==> src/rtl/serial_receiver.sv <==
// serial_receiver: deserializes the transceiver's framed, MSB-first bit stream
// into DATA_WIDTH-bit words. Everything runs on Clk. ClkSerial, SerialIn and
// FrameIn are synchronized and edge-detected here. Words go to the consumer
// through a valid/ack handshake, with sticky frame-error and overrun flags.
module serial_receiver #(
  parameter int unsigned DATA_WIDTH  = 32,
  parameter int unsigned SYNC_STAGES = 2
) (
  input  logic                  Clk,
  input  logic                  Reset,
  input  logic                  SerialIn,
  input  logic                  ClkSerial,
  input  logic                  FrameIn,
  input  logic                  DataAck,
  input  logic                  ClearErr,
  output logic [DATA_WIDTH-1:0] DataOut,
  output logic                  DataValid,
  output logic                  RxBusy,
  output logic                  RxDone,
  output logic                  FrameError,
  output logic                  Overrun
);

  localparam int unsigned CW = $clog2(DATA_WIDTH + 1);
  localparam int unsigned FW = $clog2(SYNC_STAGES + 2);
  localparam logic [CW-1:0] CNT_FULL   = CW'(DATA_WIDTH);
  localparam logic [FW-1:0] FLUSH_DONE = FW'(SYNC_STAGES + 1);

  typedef enum logic [1:0] {IDLE, RECEIVE, WAIT_END} state_t;

  state_t r_state, w_state_next;

  logic [SYNC_STAGES-1:0] r_ser_sync, r_clk_sync, r_frm_sync;
  logic                   r_ser_d, r_clk_d, r_frm_d;
  logic                   r_clk_rise, r_frm_rise;
  logic [FW-1:0]          r_flush;
  logic                   r_armed;
  logic [CW-1:0]          r_cnt;
  logic [DATA_WIDTH-1:0]  r_shift;

  logic                   w_frm_start;
  logic [CW-1:0]          w_cnt_next;
  logic                   w_clear, w_capture, w_done, w_ferr, w_load;

  // Synchronizer chains. All three inputs go through the same depth so they stay aligned.
  always_ff @(posedge Clk or negedge Reset) begin
    if (!Reset) begin
      r_ser_sync <= '0;
      r_clk_sync <= '0;
      r_frm_sync <= '0;
    end else begin
      r_ser_sync <= {r_ser_sync[SYNC_STAGES-2:0], SerialIn};
      r_clk_sync <= {r_clk_sync[SYNC_STAGES-2:0], ClkSerial};
      r_frm_sync <= {r_frm_sync[SYNC_STAGES-2:0], FrameIn};
    end
  end

  // Registered edge detection. The delayed copies double as the data and
  // frame levels, so they line up with the edge pulses.
  always_ff @(posedge Clk or negedge Reset) begin
    if (!Reset) begin
      r_ser_d    <= 1'b0;
      r_clk_d    <= 1'b0;
      r_frm_d    <= 1'b0;
      r_clk_rise <= 1'b0;
      r_frm_rise <= 1'b0;
    end else begin
      r_ser_d    <= r_ser_sync[SYNC_STAGES-1];
      r_clk_d    <= r_clk_sync[SYNC_STAGES-1];
      r_frm_d    <= r_frm_sync[SYNC_STAGES-1];
      r_clk_rise <= r_clk_sync[SYNC_STAGES-1] & ~r_clk_d;
      r_frm_rise <= r_frm_sync[SYNC_STAGES-1] & ~r_frm_d;
    end
  end

  // Arming after reset. The zeroed synchronizers would make a frame that is
  // already in progress look like a fresh rising edge. So frame starts are
  // ignored until the chain has flushed and FrameIn has been seen low.
  always_ff @(posedge Clk or negedge Reset) begin
    if (!Reset) begin
      r_flush <= '0;
      r_armed <= 1'b0;
    end else begin
      if (r_flush != FLUSH_DONE)
        r_flush <= r_flush + FW'(1);
      if (r_flush == FLUSH_DONE && !r_frm_d)
        r_armed <= 1'b1;
    end
  end

  assign w_frm_start = r_frm_rise & r_armed;
  assign w_cnt_next  = r_cnt + CW'(1);

  // FSM state register.
  always_ff @(posedge Clk or negedge Reset) begin
    if (!Reset) r_state <= IDLE;
    else        r_state <= w_state_next;
  end

  // FSM next-state logic.
  always_comb begin
    w_state_next = r_state;
    case (r_state)
      IDLE:     if (w_frm_start) w_state_next = RECEIVE;
      RECEIVE: begin
        if (r_cnt == CNT_FULL) w_state_next = WAIT_END;
        else if (w_ferr)       w_state_next = IDLE;
      end
      WAIT_END: if (!r_frm_d) w_state_next = IDLE;
      default:  w_state_next = IDLE;
    endcase
  end

  // FSM outputs. A bit edge in the same cycle as the frame-end check is
  // counted first, so a frame ending on its final bit is not an error.
  always_comb begin
    w_clear   = 1'b0;
    w_capture = 1'b0;
    w_done    = 1'b0;
    w_ferr    = 1'b0;
    RxBusy    = 1'b0;
    case (r_state)
      IDLE: begin
        if (w_frm_start) begin
          w_clear   = 1'b1;
          w_capture = r_clk_rise;
        end
      end
      RECEIVE: begin
        RxBusy = 1'b1;
        if (r_cnt == CNT_FULL) begin
          w_done = 1'b1;
        end else begin
          w_capture = r_clk_rise;
          if (!r_frm_d && ((r_clk_rise ? w_cnt_next : r_cnt) < CNT_FULL))
            w_ferr = 1'b1;
        end
      end
      WAIT_END: RxBusy = 1'b1;
      default:  RxBusy = 1'b0;
    endcase
  end

  // Bit counter and MSB-first shift register.
  always_ff @(posedge Clk or negedge Reset) begin
    if (!Reset) begin
      r_cnt   <= '0;
      r_shift <= '0;
    end else if (w_clear) begin
      if (w_capture) begin
        r_cnt   <= CW'(1);
        r_shift <= DATA_WIDTH'(r_ser_d);
      end else begin
        r_cnt   <= '0;
        r_shift <= '0;
      end
    end else if (w_capture) begin
      r_cnt   <= w_cnt_next;
      r_shift <= {r_shift[DATA_WIDTH-2:0], r_ser_d};
    end
  end

  assign w_load = w_done & (~DataValid | DataAck);

  // Output word, handshake, done pulse and sticky flags. A flag being set wins over ClearErr.
  always_ff @(posedge Clk or negedge Reset) begin
    if (!Reset) begin
      DataOut    <= '0;
      DataValid  <= 1'b0;
      RxDone     <= 1'b0;
      FrameError <= 1'b0;
      Overrun    <= 1'b0;
    end else begin
      RxDone <= w_done;
      if (w_load) begin
        DataOut   <= r_shift;
        DataValid <= 1'b1;
      end else if (DataAck) begin
        DataValid <= 1'b0;
      end
      if (w_done && DataValid && !DataAck) Overrun <= 1'b1;
      else if (ClearErr)                   Overrun <= 1'b0;
      if (w_ferr)        FrameError <= 1'b1;
      else if (ClearErr) FrameError <= 1'b0;
    end
  end

endmodule
==> config.mk <==
export PLATFORM = sky130hd
export DESIGN_NAME = serial_receiver
export DESIGN_NICKNAME = d
export VERILOG_FILES = /design/src/rtl/serial_receiver.sv
export SDC_FILE = /design/constraint.sdc
export NUM_CORES = 1
export LEC_CHECK = 0
export CAP_MARGIN = 10
export CORE_ASPECT_RATIO = 1.1
export CORE_MARGIN = 5
export CORE_UTILIZATION = 49
export DETAILED_ROUTE_END_ITERATION = 16
export PLACE_DENSITY_LB_ADDON = 0.08
export SLEW_MARGIN = 20
export SYNTH_ARGS = -nofsm -noshare
export SYNTH_HDL_FRONTEND = slang
export SYNTH_SLANG_ARGS = --single-unit
==> constraint.sdc <==
create_clock -name Clk -period 2.3 [get_ports Clk]
set_input_delay 0.23 -clock Clk [delete_from_list [all_inputs] [get_ports Clk]]
set_output_delay 0.23 -clock Clk [all_outputs]
set_load 0.05 [all_outputs]
# Word-level counts from Yosys, hierarchy flattened

Cells that the tools add are included.

Flip-flop bits (word level): 90
Bits of input ports: 7
Output and inout bits: 37
Word-level logic and storage cells: 78

$add $sub $neg: 2
$lt $le $gt $ge: 1
Equality and inequality tests: 8
Multiplexer cells: 28
Bitwise gates (word level): 8
Reductions and logical operators: 13

Operators by type and width:

| cell                  | count |
|---|---|
| $mux W32              | 2 |
| $mux W6               | 3 |
| $mux W1               | 17 |
| $mux W2               | 4 |
| $reduce_bool A2 Y1    | 4 |
| $add A6 B1 Y6 const B | 1 |
| $eq A6 B6 Y1 const B  | 1 |
| $lt A6 B6 Y1 const B  | 1 |
| $ne A2 B2 Y1 const B  | 3 |
| $pmux W2 S3           | 1 |
| $and A1 B1 Y1         | 4 |
| $eq A2 B2 Y1 const B  | 2 |
| $logic_and A1 B1 Y1   | 4 |
| $ne A3 B3 Y1 const B  | 1 |
| $not A1 Y1            | 3 |
| $reduce_and A3 Y1     | 1 |
| $add A2 B1 Y2 const B | 1 |
| $eq A2 B1 Y1 const B  | 1 |
| $logic_not A1 Y1      | 2 |
| $logic_not A2 Y1      | 1 |
| $pmux W1 S2           | 1 |
| $reduce_or A2 Y1      | 1 |
| $or A1 B1 Y1          | 1 |

# Logic depth before layout (Yosys ltp)

Depth in word-level cells: 10
Mapped depth: 9
Gate-level depth less buffers: 8

# Least setup slack after synthesis

OpenSTA, ideal clock, no wires.

Path type: register -> register
Start: reg r_state[0]
End: reg r_cnt[1]
Setup time: 0.132 ns
Arrival time: 1.665 ns
Required time: 2.168 ns
Path slack: 0.503 ns
Stages on the path, launching flop included: 9
Buffers on the path: 2
Clock period less this slack: 1.797 ns
Cells stage by stage: dfrtp_1 inv_1 ha_1 and4_1 a311o_1 buf_2 buf_6 mux2i_1 nor2_1

Cells in the longest elaborated chain, start to end: 3
Elaborated cells between the ends (all ways): 6
Those cells by class: eq/ne: 1; mux: 3; reduce/logical: 2

RTL lines:

| what                                                                  | line | text |
|---|---|---|
| from (decl)                                                           | 31   | `state_t r_state, w_state_next;` |
| from (signal assigned)                                                | 97   | `else r_state <= w_state_next;` |
| $eq A2 B1 Y1 / $logic_not A2 Y1 (equally long branches)               | 122  | `case (r_state)` |
| $pmux W1 S2 / $mux W1 (equally long branches)                         | 122  |  |
| $reduce_bool A2 Y1 (no source line) / $mux W6 (equally long branches) | n/a  |  |
| to (signal assigned)                                                  | 158  | `r_cnt <= w_cnt_next;` |
| to (decl)                                                             | 38   | `logic [CW-1:0] r_cnt;` |

Parallel ways exist; a longest one is shown, timed or not.
A chain may end at the register's enable or synchronous reset.

# Worst setup path after layout

Start: reg r_state[1]
End: out RxBusy

Cells in the longest elaborated chain, start to end: 3
Elaborated cells between the ends (all ways): 4
Those cells by class: eq/ne: 2; mux: 1; reduce/logical: 1

RTL lines:

| what                                                | line | text |
|---|---|---|
| $eq A2 B2 Y1 / $eq A2 B1 Y1 (equally long branches) | 122  |  |
| $reduce_or A2 Y1 (no source line) *                 | n/a  |  |
| $mux W1 *                                           | 122  |  |
| to (decl)                                           | 18   | `output logic RxBusy,` |

Every way passes the cells marked *; elsewhere a longest branch is shown, timed or not.

==> results.json <==
{
  "run_status": "completed",
  "async_flop_share": 1.00,
  "via_per_inst": 5.14,
  "crit_family": "buffers and inverters",
  "ys_warn_count": 0,
  "yosys-top-cells-count": "dfrtp_1 (90), nor2_1 (36), mux2i_1 (32)",
  "grt_max_degree": 56,
  "htreeDepth": 3,
  "synth-edff-count": 0,
  "finalWirelength_mm": 5.87,
  "tightest_slew_ps": 508,
  "hold_viol": 0,
  "core_area_um2": 7350,
  "grt_pass1_vias": 2121,
  "syn-cell-area_um2": 3650,
  "syn_area_per_cell_um2": 14.1,
  "min_path_type": "primary input to flop",
  "postCtsHoldBufs": 1,
  "fin_util": 0.593,
  "crit_cells": 3,
  "regToRegSetupSlack_ps": 320,
  "rows": 33,
  "synthToLayoutAreaGrowth_pct": 19.6,
  "ys.flop_type": "dfrtp_1",
  "synth.most_common_cell": "dfrtp_1",
  "first_pass_iters": 4,
  "ff2ff_path_depth": 8,
  "required_ps": 2070,
  "synthCells": 258,
  "yosysSeqAreaShare": 0.617,
  "dp_hpwl_mm": 3.80,
  "finalPower_mw": 3.22,
  "nFillCells": 616,
  "cts_resized": 0,
  "ioPinCount": 44,
  "die-area_um2": 9270,
  "numPortBuffers": 43,
  "synth_area_leaders": "dfrtp_1 (62%), mux2_4 (12%), mux2i_1 (8.8%), nor2_1 (3.7%), ha_1 (2.1%)",
  "max_stage_delay_ps": 790,
  "yosys.area.top_type": "dfrtp_1",
  "cts_buffers": 9,
  "avgRoutedWirePerCell_um": 14.7,
  "vias": 2052,
  "diodes": 0,
  "dp.cells": 382,
  "crit_chain": "inv_1 > ha_1 > clkdlybuf4s50_1",
  "max_cap_viol_count": 0,
  "powerDensity_nw_per_um2": 738,
  "clock_sinks": 90,
  "setup-violations-final": 0,
  "cellLeakagePower_nw": 2.15,
  "grt_pass1_wl_mm": 10.2,
  "critPathKind": "flop to output port",
  "placed_area_um2": 4170,
  "rsz0062_at_grt": "no",
  "finalCritPeriodShare": 0.916,
  "crit_path_start_kind": "flop",
  "crit_end": "RxBusy",
  "worstSkewPairLatency_ps": 340,
  "cp_data_arrival_time_ps": 1880,
  "synth.top_cell.area_share": 0.617,
  "post_cts_buffers": 0,
  "grtUsageTotal": 0.141,
  "finalMaxSlewViolations": 0,
  "cts_tree": "done",
  "r2r-end": "r_cnt[5]$_DFFE_PN0P_",
  "initial_utilization": 0.496,
  "die_width_um": 92.3,
  "max_freq_mhz": 475,
  "period_minus_slack_ps": 2110,
  "cp_num_buf_inv": 2,
  "cpMaxStageDelayCell": "clkdlybuf4s50_1",
  "ctsLongestPathBuffers": 2,
  "clk_pin_slew_ps": 80,
  "die_y_um": 100,
  "drtIter0Drc": 63,
  "worst_setup_path_end_kind": "output port",
  "layout.nets": 320,
  "gp_congestion": 0.745,
  "design_area_um2": 4360,
  "crit_start": "r_state[1]$_DFFE_PN0P_",
  "crit_fanout": 3,
  "slew_headroom": 0.661,
  "syn-num-nets": 271,
  "synth_cell_types": 34,
  "grt_overflow": 0,
  "setup_tns_ps": 0,
  "fin_worst_skew_ps": 11.2,
  "fin_cells": 399,
  "antenna_found_initial": 0,
  "drive_above_1_share": 0.186,
  "drc": 0,
  "reg2reg_from": "r_state[1]$_DFFE_PN0P_",
  "ir_worst_vdd_uv": 472,
  "synth-seq-cells": 90,
  "clockRootBuffer": "clkbuf_8",
  "ant_nets": 0
}
## layer usage
metal | up-vias | GRT usage | share of wire
li1 | 978 | - | -
met4 | 0 | 0.0697 | 0.025
met1 | 1022 | 0.189 | 0.48
met3 | 15 | 0.0373 | 0.033
met2 | 37 | 0.212 | 0.46
met5 | - | 0 | 0
## per-stage QoR
| step | hold WS [ps] | setup WS, ps |
|---|---|---|
| after global routing | 295 | 104 |
| after floorplan | -65.6 | 503 |
| after CTS | 296 | 166 |
| after global placement | 224 | 363 |
| final | 317 | 193 |
| after detailed placement | 222 | 350 |
## how the worst min path moves through the flow
stage                        from                       to  slack (ps)  cells past startpoint
after global routing      FrameIn  r_frm_sync[0]$_DFF_PN0_         290                      1
after floorplan             Reset   DataOut[0]$_DFFE_PN0P_         -70                      0
final                     FrameIn  r_frm_sync[0]$_DFF_PN0_         320                      1
after global placement      Reset  DataOut[28]$_DFFE_PN0P_         220                      1
after detailed placement    Reset  DataOut[28]$_DFFE_PN0P_         220                      1
after CTS                 FrameIn  r_frm_sync[0]$_DFF_PN0_         300                      1
## kinds of logic (layout without fill, tap and decap cells)
logic type	Yosys count	count (layout)	synth area share
multiplexers	66	66	0.224
buffers and inverters	18	72	0.0278
AND/OR/NAND/NOR	62	62	0.0751
XOR/XNOR	6	6	0.0144
AO/OA/AOI/OAI	10	10	0.0209
adder cells (fa/ha/maj)	6	6	0.0206
flip-flops	90	90	0.617
## registers in the layout (all words and copies together) (netlist names), 2 cells and up
signal / flops
DataOut: 32
r_shift: 32
r_cnt: 6
r_clk_sync: 2
r_flush: 2
r_frm_sync: 2
r_ser_sync: 2
r_state: 2
## power by group
| group | switching (mW) | internal [mW] |
|---|---|---|
| combinational | 0.306 | 0.209 |
| clock | 0.527 | 0.426 |
| sequential | 0.0819 | 1.67 |
## layout make-up
type,count,area (um2),area share
clock buffers,11,141,0.0324
inverters,7,26.3,0.00602
multi-input cells,150,1290,0.297
clock inverters,5,37.5,0.00861
repair buffers,49,500,0.115
flip-flops and latches,90,2250,0.516
well taps,87,109,0.0250
## cell usage in the layout, fill, tap and decap left out, types with 3 or more instances in the layout
cell and instances:
xor2_1 4, mux2i_1 32, ha_1 6, clkbuf_8 10
nor2_1 36, dfrtp_1 90, mux2_2 4, clkdlybuf4s50_1 42
buf_4 4, nand4_1 3, nand2_1 9, inv_1 6
mux2_4 30, nor3_1 3, nand2b_1 3
Note: power is estimated with default switching activity, not from simulation.
